### config.mk
export PLATFORM = sky130hd
export DESIGN_NAME = conv_mem_sequencer
export DESIGN_NICKNAME = d
export VERILOG_FILES = /design/src/rtl/conv_seq_pkg.sv /design/src/rtl/conv_seq_tag_pipe.sv /design/src/rtl/conv_mem_sequencer.sv
export SDC_FILE = /design/constraint.sdc
export NUM_CORES = 1
export LEC_CHECK = 0
export CORE_MARGIN = 10
export CORE_UTILIZATION = 43
export CTS_CLUSTER_SIZE = 25
export DETAILED_ROUTE_END_ITERATION = 10
export PLACE_DENSITY = 0.75
export SLEW_MARGIN = 20
export SYNTH_ARGS = -nofsm -noshare
export SYNTH_HDL_FRONTEND = slang
export SYNTH_HIERARCHICAL = 1
export SYNTH_SLANG_ARGS = --single-unit
### constraint.sdc
create_clock -name CLK100MHZ -period 3.4 [get_ports CLK100MHZ]
set_input_delay 0.34 -clock CLK100MHZ [delete_from_list [all_inputs] [get_ports CLK100MHZ]]
set_output_delay 0.34 -clock CLK100MHZ [all_outputs]
set_load 0.01 [all_outputs]
### src/rtl/conv_seq_pkg.sv
// Shared state encoding, default widths and warm-up helper for the conv memory sequencer.
package conv_seq_pkg;

   typedef enum logic [2:0] {
      ST_IDLE  = 3'd0,
      ST_KLOAD = 3'd1,
      ST_RUN   = 3'd2,
      ST_DRAIN = 3'd3,
      ST_DONE  = 3'd4
   } seq_state_t;

   localparam int DEF_BIT_LEN    = 8;
   localparam int DEF_RAM_WIDTH  = 13;
   localparam int DEF_NB_ADDRESS = 10;
   localparam int DEF_M_LEN      = 3;

   // The first M_LEN-1 columns only fill the Conv window and produce no result.
   function automatic int conv_seq_warmup(input int m_len);
      return m_len - 1;
   endfunction

   localparam int WARMUP = conv_seq_warmup(DEF_M_LEN);

endpackage

### src/rtl/conv_seq_tag_pipe.sv
// CONV_LAT-deep shift register of {valid, column} tags that tracks columns in flight through Conv.
module conv_seq_tag_pipe #(
   parameter int CONV_LAT   = 2,
   parameter int NB_ADDRESS = 10
) (
   input  logic                  clk_i,
   input  logic                  rst_i,
   input  logic                  in_vld_i,
   input  logic [NB_ADDRESS-1:0] in_col_i,
   output logic                  out_vld_o,
   output logic [NB_ADDRESS-1:0] out_col_o,
   output logic                  empty_o
);

   logic [CONV_LAT-1:0]   vld_q;
   logic [NB_ADDRESS-1:0] col_q [CONV_LAT];

   always_ff @(posedge clk_i) begin
      if (rst_i) begin
         vld_q <= '0;
         for (int i = 0; i < CONV_LAT; i++) col_q[i] <= '0;
      end else begin
         for (int i = CONV_LAT-1; i > 0; i--) begin
            vld_q[i] <= vld_q[i-1];
            col_q[i] <= col_q[i-1];
         end
         vld_q[0] <= in_vld_i;
         col_q[0] <= in_col_i;
      end
   end

   assign out_vld_o = vld_q[CONV_LAT-1];
   assign out_col_o = col_q[CONV_LAT-1];

   // Empty means nothing behind the exit stage; the exiting tag retires on this edge.
   always_comb begin
      empty_o = 1'b1;
      for (int i = 0; i < CONV_LAT-1; i++) empty_o = empty_o & ~vld_q[i];
   end

endmodule

### src/rtl/conv_mem_sequencer.sv
// Kernel-load / image-stream sequencer between GPIO, Conv and M_LEN column BRAMs; results written back
// 2+CONV_LAT cycles after each read issue. Optional RUN stall via CONV_SEQ_PAUSE_EN (adds i_pause).
module conv_mem_sequencer
   import conv_seq_pkg::*;
#(
   parameter int BIT_LEN    = DEF_BIT_LEN,
   parameter int RAM_WIDTH  = DEF_RAM_WIDTH,
   parameter int NB_ADDRESS = DEF_NB_ADDRESS,
   parameter int M_LEN      = DEF_M_LEN,
   parameter int CONV_LAT   = 2
) (
   input  logic                       CLK100MHZ,
   input  logic                       i_reset,
   input  logic                       i_kload,
   input  logic                       i_kernel_valid,
   input  logic [M_LEN*BIT_LEN-1:0]   i_kernel_data,
   input  logic                       i_start,
   input  logic [NB_ADDRESS-1:0]      i_length,
   input  logic [M_LEN*RAM_WIDTH-1:0] i_mem_data,
   input  logic [RAM_WIDTH-1:0]       i_conv_data,
`ifdef CONV_SEQ_PAUSE_EN
   input  logic                       i_pause,
`endif
   output logic [NB_ADDRESS-1:0]      o_read_add,
   output logic [NB_ADDRESS-1:0]      o_write_add,
   output logic                       o_wr_enable,
   output logic [RAM_WIDTH-1:0]       o_wr_data,
   output logic [M_LEN*BIT_LEN-1:0]   o_conv_data,
   output logic                       o_conv_selK_I,
   output logic                       o_conv_valid,
   output logic                       o_busy,
   output logic                       o_done
);

   localparam int KC_W = $clog2(M_LEN + 1);
   localparam logic [NB_ADDRESS-1:0] WARM_A = NB_ADDRESS'(conv_seq_warmup(M_LEN));

   seq_state_t                state_q;
   logic [KC_W-1:0]           kcount_q;
   logic [NB_ADDRESS-1:0]     len_q;
   logic [NB_ADDRESS-1:0]     read_add_q;
   logic [M_LEN*BIT_LEN-1:0]  kdata_q;
   logic                      tag_vld_q;
   logic [NB_ADDRESS-1:0]     tag_col_q;
   logic                      pipe_out_vld;
   logic [NB_ADDRESS-1:0]     pipe_out_col;
   logic                      pipe_empty;
   logic                      exit_write_d;
   logic                      run_adv_d;
   logic [M_LEN*BIT_LEN-1:0]  mem_samples;
   logic                      unused_mem_bits;

`ifdef CONV_SEQ_PAUSE_EN
   assign run_adv_d = (state_q == ST_RUN) && !i_pause;
`else
   assign run_adv_d = (state_q == ST_RUN);
`endif

   assign exit_write_d = pipe_out_vld && (pipe_out_col >= WARM_A);

   for (genvar c = 0; c < M_LEN; c++) begin : g_samp
      assign mem_samples[c*BIT_LEN +: BIT_LEN] = i_mem_data[c*RAM_WIDTH +: BIT_LEN];
   end
   // Only the low BIT_LEN bits of each BRAM word feed Conv.
   assign unused_mem_bits = ^i_mem_data;

   // Image samples bypass the register so Conv sees BRAM data the cycle it arrives.
   assign o_conv_data = tag_vld_q ? mem_samples : kdata_q;
   assign o_read_add  = read_add_q;

   conv_seq_tag_pipe #(
      .CONV_LAT   (CONV_LAT),
      .NB_ADDRESS (NB_ADDRESS)
   ) u_tag_pipe (
      .clk_i     (CLK100MHZ),
      .rst_i     (i_reset),
      .in_vld_i  (tag_vld_q),
      .in_col_i  (tag_col_q),
      .out_vld_o (pipe_out_vld),
      .out_col_o (pipe_out_col),
      .empty_o   (pipe_empty)
   );

   always_ff @(posedge CLK100MHZ) begin
      if (i_reset) begin
         state_q       <= ST_IDLE;
         kcount_q      <= '0;
         len_q         <= '0;
         read_add_q    <= '0;
         kdata_q       <= '0;
         tag_vld_q     <= 1'b0;
         tag_col_q     <= '0;
         o_write_add   <= '0;
         o_wr_enable   <= 1'b0;
         o_wr_data     <= '0;
         o_conv_selK_I <= 1'b0;
         o_conv_valid  <= 1'b0;
         o_busy        <= 1'b0;
         o_done        <= 1'b0;
      end else begin
         o_conv_valid <= 1'b0;
         tag_vld_q    <= 1'b0;
         o_wr_enable  <= exit_write_d;
         if (exit_write_d) begin
            o_write_add <= pipe_out_col - WARM_A;
            o_wr_data   <= i_conv_data;
         end

         case (state_q)
            ST_IDLE, ST_DONE: begin
               if (i_kload) begin
                  state_q  <= ST_KLOAD;
                  kcount_q <= '0;
                  o_busy   <= 1'b1;
                  o_done   <= 1'b0;
               end else if (i_start) begin
                  len_q <= i_length;
                  if (i_length == '0) begin
                     state_q <= ST_DONE;
                     o_done  <= 1'b1;
                  end else begin
                     state_q    <= ST_RUN;
                     read_add_q <= '0;
                     o_busy     <= 1'b1;
                     o_done     <= 1'b0;
                  end
               end
            end
            ST_KLOAD: begin
               if (i_kernel_valid) begin
                  o_conv_valid  <= 1'b1;
                  o_conv_selK_I <= 1'b0;
                  kdata_q       <= i_kernel_data;
                  if (kcount_q == KC_W'(M_LEN - 1)) begin
                     state_q <= ST_IDLE;
                     o_busy  <= 1'b0;
                  end else begin
                     kcount_q <= kcount_q + 1'b1;
                  end
               end
            end
            ST_RUN: begin
               if (run_adv_d) begin
                  o_conv_valid  <= 1'b1;
                  o_conv_selK_I <= 1'b1;
                  tag_vld_q     <= 1'b1;
                  tag_col_q     <= read_add_q;
                  if (read_add_q == NB_ADDRESS'(len_q - 1'b1)) state_q <= ST_DRAIN;
                  else read_add_q <= read_add_q + 1'b1;
               end
            end
            ST_DRAIN: begin
               if (!tag_vld_q && pipe_empty) begin
                  state_q <= ST_DONE;
                  o_busy  <= 1'b0;
                  o_done  <= 1'b1;
               end
            end
            default: state_q <= ST_IDLE;
         endcase
      end
   end

endmodule

* Word level (Yosys, flattened, before mapping) *
Memory sizes are Yosys's and may differ from the RTL's.
Cells that the tools add are included.

word-level totals
  bits in writable memories = 20
  logic and storage cells = 102
  memories = 1
  output and inout port bits = 62
  register bits = 90

memories
  name              words  bits a word  read ports  clocked after Yosys merged registers in  write ports  line                     RTL
  u_tag_pipe.col_q  2      10           2           0                                        2            conv_seq_tag_pipe.sv:16  logic [NB_ADDRESS-1:0] col_q [CONV_LAT];

operators by class
  mux-type cells = 40
  $lt $le $gt $ge = 1
  reductions and logical operators = 19
  equality and inequality tests = 18
  $add $sub $neg = 4
  bitwise operators = 4

operators by type and width
  operator               count
  $mux 10                6
  $mux 24                1
  $mux 3                 7
  $pmux 10 s2            1
  $ne 2x2->1 const B     9
  $mux 1                 16
  $pmux 3 s4             1
  $add 10x1->10 const B  1
  $eq 10x10->1           1
  $ge 10x2->1 const B    1
  $logic_not 10->1       1
  $reduce_and 5->1       2
  $sub 10x1->10 const B  1
  $sub 10x2->10 const B  1
  $reduce_bool 2->1      4
  $eq 3x2->1 const B     2
  $mux 2                 3
  $ne 3x3->1 const B     2
  $pmux 1 s2             3
  $reduce_and 3->1       2
  $reduce_and 6->1       1
  $pmux 2 s2             1
  $reduce_and 2->1       2
  $reduce_and 4->1       1
  other kinds (13)       16

* Logic depth before layout (Yosys ltp) *
Gate-level depths: netlist (run 1).

  word-level depth = 5
  depth in mapped cells = 8
  gate-level depth less buffers = 8

* Cells and area by module *
The synthesis (run 1) kept the hierarchy.

by module, submodules not included
  module              times used  seq. area each (sq um)  area each (sq um)  cells each
  conv_mem_sequencer  1           1761.7                  4290.4             533
  conv_seq_tag_pipe   1           440.4                   719.4              57

* Least setup slack after synthesis (run 1) *
OpenSTA, ideal clock, no wires.

  kind = register to register
  from = register len_q[2]
  to = register read_add_q[0], in the netlist o_read_add[0]
  data required time = 3279 ps
  slack = 1205 ps
  setup time = 121 ps
  arrival = 2074 ps
  stages on the path, launching flop included = 7
  path through = dfxtp_1 or3_4 or3_4 a2111oi_4 a21o_4 o211ai_4 mux2_4

between the ends
  longest elaborated chain between the ends = 4

RTL lines
  what                        line                       RTL
  start: declaration          conv_mem_sequencer.sv:40   logic [NB_ADDRESS-1:0] len_q;
  start signal: assignment    conv_mem_sequencer.sv:117  len_q <= i_length;
  $sub 10x1->10               conv_mem_sequencer.sv:148  if (read_add_q == NB_ADDRESS'(len_q - 1'b1)) state_q <= ST_DRAIN;
  $eq 10x10->1                conv_mem_sequencer.sv:148
  $ne 2x2->1 (no line)        --
  $reduce_and 5->1 (no line)  --
  end signal: assignment      conv_mem_sequencer.sv:149  else read_add_q <= read_add_q + 1'b1;
  end: declaration            conv_mem_sequencer.sv:41   logic [NB_ADDRESS-1:0] read_add_q;

No other way between the ends.
A chain may end at the register's enable or synchronous reset.

* Worst setup path after layout (run 1) *
  from = register len_q[0]
  to = register read_add_q[5], in the netlist o_read_add[5]

The elaborated chain is that of the path after synthesis.

==> impl_metrics.yaml, run 1 <==
logic_synthesis:
  synthesis.area_sq_um: 5010
  ys_ff_latch: 110
  netlist_instances: 590
  synth_cell_types: 59
  synthesis.nets: 685
  ys_seq_area_share_pct: 44.0
  syn_avg_cell_area_sq_um: 8.49
  synth-edff-count: 0
  async_flop_share_pct: 0
  ys.flop_type: "dfxtp_1"
  synth_warnings: 6
run_status:
  outcome: "finished clean"
power_and_ir_drop:
  ir_worst_vdd_v: 0.000372
  cellPowerDensity_nw_per_um2: 538
  leakagePower_nw: 2.36
timing:
  setup_violations: 0
  maxSlewHeadroom_pct: 28.3
  min_period_ps: 2470
  worst_pin_slew_ps: 1070
  fin_worst_skew_ps: 8.18
  hold_violations: 0
  setup-tns-final_ps: 0
  max_freq_mhz: 404
  rsz0062_at_grt: "no"
  fin_crit_sh_pct: 72.8
  finalMaxSlewViolations: 0
cells_and_area:
  multi_input_area_sq_um: 2560
  nets: 794
  final_cell_mix: "147 x nand2_1, 136 x clkdlybuf4s50_1, 109 x dfxtp_1, 68 x a21oi_1, 24 x mux2_2"
  antenna_cells: 0
  instances_no_fill: 847
  seq_area_sq_um: 2200
  syn2layout_area_growth_pct: 33.6
  layout_commonest_cell: "nand2_1"
  drive_gt1_share_pct: 11.1
  nFillCells: 1047
critical_path:
  reg2reg_slack_ps: 930
  worst_setup_path_start_kind: "register"
  crit_required_ps: 3700
  startpoint: "len_q[0]"
  timing.rr.end: "o_read_add[5]"
  reg2reg_depth: 8
  path_max_fanout: 7
  endpoint: "o_read_add[5]"
  critPathCaptureType: "register"
  arrival_ps: 2770
  worstSetupPathType: "reg -> reg"
  reg2reg_from: "len_q[0]"
global_route:
  overflow: 0
  grt_use_met2_pct: 28.8
  grt_pass1_vias: 4421
  antenna_found_initial: 0
  met1_usage_pct: 17.6
  grt-busiest-layer: "met2"
  grt.met3_usage_pct: 4.43
  grtUsageTotal_pct: 16.2
  grt_pass1_wl_mm: 21.9
  grt_max_degree: 76
placed_design:
  portBuffers: 137
  dp_hpwl_mm: 10.0
  dp.cells: 831
  gp_congestion: 0.882
detailed_routing:
  ant_nets: 0
  route.vias.total: 4438
  drt-total-wl_mm: 13.5
  route.detailed.drc: 0
  drt_iter0_drc: 311
  routed_via_density: 5.24
  firstDrtPassIters: 5
  wl_per_cell_um: 15.9
floorplan:
  fp-row-count: 39
  io_pins: 153
  fp.coreArea_sq_um: 11400
  fp.dieArea_sq_um: 16400
  die_h_um: 128
  chipWidth_um: 128
  start_util_pct: 43.9
clock_network:
  htreeDepth: 3
  cts_setup_buffers: 0
  path_clk_slew_ps: 80
  insertion_delay_ps: 350
  cts_root_buf: "clkbuf_16"
  cts_buffer_depth: 2
  numCtsBuffers: 9
  ctsHoldBuffers: 0
  cts_tree: "built"
  clock_sinks: 110
  cts_resized: 0
min_path:
  hp-class: "reg -> reg"
run:
  max_cap_viol_count: 0
[layer usage]
layer,share of wire [%],up-vias
met2,51,145
met5,0,-
li1,-,2218
met1,40,2054
met4,2.2,0
met3,6.8,21
[report_power, final]
group	switching, mW	internal [mW]	leakage [nW]
Sequential	0.124	1.38	0.889
Combinational	0.496	0.526	1.32
Clock	0.477	0.600	0.151
[area by class of cell]
| cell class | instances | share of cell area (%) |
|---|---|---|
| flip-flops and latches | 110 | 32.9 |
| multi-input cells | 426 | 38.2 |
| clock buffers | 11 | 3.63 |
| well taps | 143 | 2.67 |
| clock inverters | 5 | 0.972 |
| repair buffers | 142 | 21.0 |
| inverters | 10 | 0.561 |
[how the worst min path moves through the flow]
stage	startpoint	endpoint	cells after the start
2_1_floorplan	u_tag_pipe/col_q[0][8]	u_tag_pipe/col_q[0][18]	1
3_3_place_gp	u_tag_pipe/col_q[0][3]	u_tag_pipe/col_q[0][13]	1
3_5_place_dp	u_tag_pipe/col_q[0][1]	u_tag_pipe/col_q[0][11]	1
4_1_cts	u_tag_pipe/col_q[0][10]	o_write_add[0]	2
5_1_grt	u_tag_pipe/col_q[0][0]	u_tag_pipe/col_q[0][10]	1
6_report	u_tag_pipe/col_q[0][0]	u_tag_pipe/col_q[0][10]	1
[registers in the layout, indices dropped and copies added (netlist names)]
name              cells
kdata_q              24
u_tag_pipe/vld_q      2
o_wr_enable           1
o_wr_data            13
kcount_q              2
o_read_add           10
tag_col_q            10
o_conv_valid          1
o_write_add          10
tag_vld_q             1
o_busy                1
len_q                10
state_q               3
o_done                1
u_tag_pipe/col_q     20
o_conv_selK_I         1
[stage by stage]
stage          instance area [sq um]  util, %  setup slack [ps]  hold slack [ps]  power [mW]
2_1_floorplan                   5010        -              1200              411        2.13
3_3_place_gp                    6380     55.9               929              420        2.52
3_5_place_dp                    6380     55.9               902              427        2.55
4_1_cts                         6690     58.6               646              443        3.63
5_1_grt                         6690     58.6               670              452        3.79
6_report                        6690     58.6               926              439        3.60
[critical path: stages, from the launching register on]
cell and delay (ps):
dfxtp_1 430, inv_1 70, ha_1 290, and2b_1 190
or3_1 350, a31oi_1 370, nand2_1 140, o21ai_0 340
o221a_2 240
[cells in the mapped netlist (10+ instances only)]
cell type / count / area share [%]
nand2_1: 147 / 11
dfxtp_1: 110 / 44
a21oi_1: 68 / 6.8
clkbuf_1: 30 / 2.2
mux2_2: 24 / 5.4
nor2_1: 23 / 1.7
nor2b_2: 15 / 2.6
nor2b_1: 13 / 1.6
xnor2_1: 11 / 1.9
buf_4: 10 / 1.5
inv_1: 10 / 0.75
nand2b_1: 10 / 1.2
[cell families (layout without fill, tap and decap cells)]
group | Yosys count | in the layout | synth area share, %
xor gates and xnor gates | 14 | 14 | 2.45
and+or+nand+nor | 254 | 254 | 24.6
DFF | 110 | 110 | 44.0
muxes | 34 | 34 | 7.49
adders and majority gates | 4 | 4 | 0.999
buffers and inverters | 54 | 168 | 5.10
AOI/OAI and AO/OA | 120 | 120 | 15.4
Note: power is estimated with default switching activity, not from simulation.
==> run 2, diff against run 1 <==
--- a/config.mk
+++ b/config.mk
@@ -9,7 +9,7 @@
 export CORE_UTILIZATION = 43
 export CTS_CLUSTER_SIZE = 25
 export DETAILED_ROUTE_END_ITERATION = 10
-export PLACE_DENSITY = 0.75
+export PLACE_DENSITY = 0.78
 export SLEW_MARGIN = 20
 export SYNTH_ARGS = -nofsm -noshare
 export SYNTH_HDL_FRONTEND = slang
==> constraint.sdc (replaced) <==
create_clock -name CLK100MHZ -period 2.2 [get_ports CLK100MHZ]
set_input_delay 0.22 -clock CLK100MHZ [delete_from_list [all_inputs] [get_ports CLK100MHZ]]
set_output_delay 0.22 -clock CLK100MHZ [all_outputs]
set_load 0.01 [all_outputs]
==> run 2 against run 1 <==
Against the previous run: fmax is 14% higher; critical path type unchanged; critical path depth is 1 lower; non-clock buffer count is 40 higher; largest cell class unchanged; sequential power is 50% higher; count of clock-buffer cells in the layout is 2 lower; cell area is 5.8% higher; register-to-register slack worse by 900 ps; die area stayed put; flip-flop and latch count stayed put; worst setup slack worse by 900 ps; routed wire length is 3.5% higher; clock power is 58% higher.
==> impl_metrics.yaml, run 2 (synthesis gave the netlist of run 1 again) <==
detailed_routing:
  drt-total-wl_mm: 13.9
  route.vias.total: 4602
  wl_per_cell_um: 15.7
  drt_iter0_drc: 197
  route.detailed.drc: 0
  ant_nets: 0
  firstDrtPassIters: 4
  routed_via_density: 5.19
floorplan:
  chipWidth_um: 128
  io_pins: 153
  fp.coreArea_sq_um: 11400
  fp-row-count: 39
  die_h_um: 128
  fp.dieArea_sq_um: 16400
  start_util_pct: 43.9
placed_design:
  dp_hpwl_mm: 10.8
  gp_congestion: 0.911
  dp.cells: 870
  portBuffers: 137
critical_path:
  startpoint: "len_q[4]"
  critPathCaptureType: "register"
  worst_setup_path_start_kind: "register"
  timing.rr.end: "state_q[2]"
  arrival_ps: 2420
  reg2reg_depth: 7
  crit_required_ps: 2450
  worstSetupPathType: "reg -> reg"
  path_max_fanout: 3
  reg2reg_from: "len_q[4]"
  reg2reg_slack_ps: 30
min_path:
  hold_path.startpoint: "i_reset"
  whs_path_depth: 2
  min_to: "o_done"
  hp-class: "in -> reg"
clock_network:
  cts_tree: "built"
  cts_root_buf: "clkbuf_16"
  path_clk_slew_ps: 80
  ctsHoldBuffers: 0
  numCtsBuffers: 9
  htreeDepth: 3
  clock_sinks: 110
  insertion_delay_ps: 350
  cts_buffer_depth: 2
global_route:
  grtUsageTotal_pct: 16.3
  overflow: 0
  grt_max_degree: 42
  grt_pass1_vias: 4507
  grt_pass1_wl_mm: 22.0
  antenna_found_initial: 0
cells_and_area:
  drive_gt1_share_pct: 17.2
  final_core_util_pct: 62.0
  nets: 834
  seq_area_sq_um: 2210
  final_cell_mix: "147 x nand2_1, 136 x clkdlybuf4s50_1, 106 x dfxtp_1, 68 x a21oi_1, 41 x buf_4"
  antenna_cells: 0
  layout_commonest_cell: "nand2_1"
  largestRegisters: "kdata_q x24, u_tag_pipe/col_q x20, o_wr_data x13"
  syn2layout_area_growth_pct: 41.3
  multi_input_area_sq_um: 2620
  instances_no_fill: 887
  largest_register_ffs: 24
  top_register: "kdata_q"
  nFillCells: 1003
timing:
  finalMaxSlewViolations: 0
  hold_ws_ps: 293
  hold_violations: 0
  setup_violations: 0
  maxSlewHeadroom_pct: 30.7
  worst_pin_slew_ps: 1040
  min_period_ps: 2170
  fin_worst_skew_ps: 8.99
  rsz0062_at_grt: "yes"
  max_freq_mhz: 461
  fin_crit_sh_pct: 98.6
run:
  max_cap_viol_count: 0
power_and_ir_drop:
  power_mw: 5.89
  ir_worst_vdd_v: 0.000890
  leakagePower_nw: 2.58
  cellPowerDensity_nw_per_um2: 832
run_status:
  outcome: "finished clean"
-- run 2: cell count changes in the layout (fill, tap and decap cells not counted), sizes merged --
cell	previous run	this run
buf	6	46
clkbuf	11	9
clkinv	2	1
inv	12	15
-- run 2: timing repair --
item,CTS,global route
resized for setup,4,18
endpoints found under the setup margin,7,12
pin swaps,1,8
buffers inserted,0,1
-- run 2: layout make-up --
| type | count | share of cell area (%) |
|---|---|---|
| flip-flops and latches | 110 | 31.2 |
| clock buffers | 9 | 3.18 |
| clock inverters | 7 | 1.22 |
| repair buffers | 182 | 24.4 |
| well taps | 143 | 2.53 |
| inverters | 10 | 0.530 |
| multi-input cells | 426 | 37.0 |
-- run 2: how the worst max path moves through the flow --
| stage | slack (ps) | cells past startpoint | end |
|---|---|---|---|
| 2_1_floorplan | 5 | 6 | o_read_add[0] |
| 3_3_place_gp | -10 | 9 | o_busy |
| 3_5_place_dp | -90 | 9 | o_read_add[6] |
| 4_1_cts | 8 | 8 | o_read_add[6] |
| 5_1_grt | -30 | 6 | o_read_add[5] |
| 6_report | 30 | 7 | state_q[2] |
-- run 2: critical path, cell delays in order, from the launching register on --
cell and delay, ps:
dfxtp_2 330, or3_4 390, or3_4 390, a2111oi_4 370
a21o_4 210, buf_6 90, a31oi_1 60, a211oi_1 240
-- run 2: layer usage --
metal  track usage [%]  vias up  share of wire [%]
li1                  -     2300                  -
met1              18.7     2165                 41
met2              28.5      120                 51
met3              4.22       17                5.9
met4              5.70        0                1.7
met5                 0        -                  0
-- run 2: per-stage QoR --
step	setup WS [ps]	area (sq um)	setup TNS, ps
after floorplan	4.55	5010	0
after global placement	-14.7	6680	-21.6
after detailed placement	-86.7	6680	-87.0
after CTS	7.70	7000	0
after global routing	-31.8	7080	-138
final	31.3	7080	0
-- run 2: report_power, final --
group	total, mW	internal, mW	switching [mW]	leakage (nW)
Combinational	1.93	1.02	0.909	1.53
Clock	1.71	0.915	0.798	0.156
Sequential	2.25	2.13	0.125	0.891
Total	5.89	4.06	1.83	2.58
==> run 3, diff against run 2 <==
--- a/config.mk
+++ b/config.mk
@@ -9,7 +9,7 @@
 export CORE_UTILIZATION = 43
 export CTS_CLUSTER_SIZE = 25
 export DETAILED_ROUTE_END_ITERATION = 10
-export PLACE_DENSITY = 0.78
+export PLACE_DENSITY_LB_ADDON = 0.1
 export SLEW_MARGIN = 20
 export SYNTH_ARGS = -nofsm -noshare
 export SYNTH_HDL_FRONTEND = slang
==> run 3 against run 2 <==
Against the previous run: the flow now finishes with violations (negative setup slack); combinational power about the same; first-iteration DRC count increased by 22%; global-route usage increased by 0.098 points; hold slack improved by 72 ps; cell area decreased by 0.18%; critical path type unchanged.
==> impl_metrics.yaml, run 3 (synthesis gave the netlist of run 1 again) <==
global_route:
  grt_pass1_wl_mm: 22.1
  grt_pass1_vias: 4475
  grtUsageTotal_pct: 16.4
  overflow: 0
  antenna_found_initial: 0
  grt_max_degree: 56
placed_design:
  dp_worst_setup_slack_ps: -106
  place_area_sq_um: 6680
  dp_hpwl_mm: 10.5
  portBuffers: 137
  gp_congestion: 0.885
cells_and_area:
  nets: 835
  largestRegisters: "kdata_q x24, u_tag_pipe/col_q x20, o_wr_data x13"
  largest_register_ffs: 24
  layout_commonest_cell: "nand2_1"
  final_cell_mix: "147 x nand2_1, 136 x clkdlybuf4s50_1, 107 x dfxtp_1, 68 x a21oi_1, 45 x buf_4"
  syn2layout_area_growth_pct: 41.1
  top_register: "kdata_q"
  antenna_cells: 0
  nFillCells: 1044
  drive_gt1_share_pct: 17.4
  postLayoutCellArea_sq_um: 7070
timing:
  min_period_ps: 2220
  max_freq_mhz: 451
  fin_crit_sh_pct: 101
  hold_ws_ps: 365
  maxSlewHeadroom_pct: 59.2
  finalMaxSlewViolations: 0
  hold_violations: 0
  rsz0062_at_grt: "yes"
  finalWorstSetupSlack_ps: -15.4
  fin_worst_skew_ps: 7.93
  setup_violations: 2
  worst_pin_slew_ps: 612
  setup-tns-final_ps: -19.1
critical_path:
  worstSetupPathType: "reg -> reg"
  slowest_stage: "a2111oi_4"
  crit_family: "simple AND/OR/NAND/NOR gates"
  cpPeakStageDelay_ps: 400
  worst_setup_path_start_kind: "register"
  critPathCaptureType: "register"
  critPathBufInv: 0
  path_cells: "or3_4, or3_4, a2111oi_4, a21o_4, o211ai_4, mux2_4"
  crit_required_ps: 2440
  critPathMostFrequentCell: "or3_4"
  path_max_fanout: 5
  arrival_ps: 2450
floorplan:
  fp.coreArea_sq_um: 11400
  fp.dieArea_sq_um: 16400
  start_util_pct: 43.9
  die_h_um: 128
  chipWidth_um: 128
  io_pins: 153
  fp-row-count: 39
power_and_ir_drop:
  power_mw: 5.77
  leakagePower_nw: 2.57
  cellPowerDensity_nw_per_um2: 817
  ir_worst_vdd_v: 0.000480
run:
  max_cap_viol_count: 0
detailed_routing:
  route.vias.total: 4509
  route.detailed.drc: 0
  wl_met2_mm: 6.54
  top_layer: "met4"
  firstDrtPassIters: 4
  wl_per_cell_um: 15.7
  drt-total-wl_mm: 13.9
  drt_iter0_drc: 240
  wl_met1_mm: 6.03
  routed_via_density: 5.08
  ant_nets: 0
  dr_wl_met3_mm: 1.16
run_status:
  violations: "negative setup slack"
  outcome: "complete, but fails checks"
min_path:
  hp-class: "in -> reg"
clock_network:
  htreeDepth: 3
  path_clk_slew_ps: 70
  cts_tree: "built"
  clock_sinks: 110
  cts_buffer_depth: 2
  insertion_delay_ps: 340
  cts_root_buf: "clkbuf_16"
  numCtsBuffers: 9
==> run 3: metrics by stage <==
stage / util, % / cells
after global placement: 58.5 / 871
after detailed placement: 58.5 / 871
after CTS: 61.2 / 887
after global routing: 61.9 / 888
after floorplan: - / 590
final: 61.9 / 888
==> run 3: layer usage <==
metal  global-route usage [%]  vias to the layer above
met5                        0                        -
met4                     6.03                        0
met3                     5.09                       19
met2                     26.0                      135
met1                     20.4                     2056
li1                         -                     2299
==> run 3: worst paths after layout <==
check	endpoint	cells past startpoint	start	slack, ps
setup / recovery	o_read_add[0]	6	len_q[4]	-20
hold / removal	u_tag_pipe/col_q[0][8]	2	i_reset	370
setup reg to reg	o_read_add[0]	6	len_q[4]	-20
hold reg to reg	u_tag_pipe/col_q[0][18]	1	u_tag_pipe/col_q[0][8]	430
==> run 3: report_power, final <==
| part | switching [mW] | internal (mW) |
|---|---|---|
| Sequential | 0.110 | 2.13 |
| Combinational | 0.926 | 0.979 |
| Clock | 0.739 | 0.894 |
| Total | 1.77 | 4.00 |
==> run 3: area by class of cell <==
cell class | count | area [sq um] | area share (%)
Inverter | 10 | 37.5 | 0.531
Clock inverter | 6 | 68.8 | 0.974
Tap cell | 143 | 179 | 2.53
Clock buffer | 10 | 229 | 3.24
Sequential cell | 110 | 2210 | 31.2
Timing Repair Buffer | 183 | 1720 | 24.4
Multi-Input combinational cell | 426 | 2630 | 37.2
==> run 3: repair_timing <==
item	in CTS	in global routing
hold buffers	0	0
resized for setup	3	16
hold endpoints to repair	0	0
buffers inserted	0	2
endpoints found under the setup margin	8	12
pin swaps	1	5
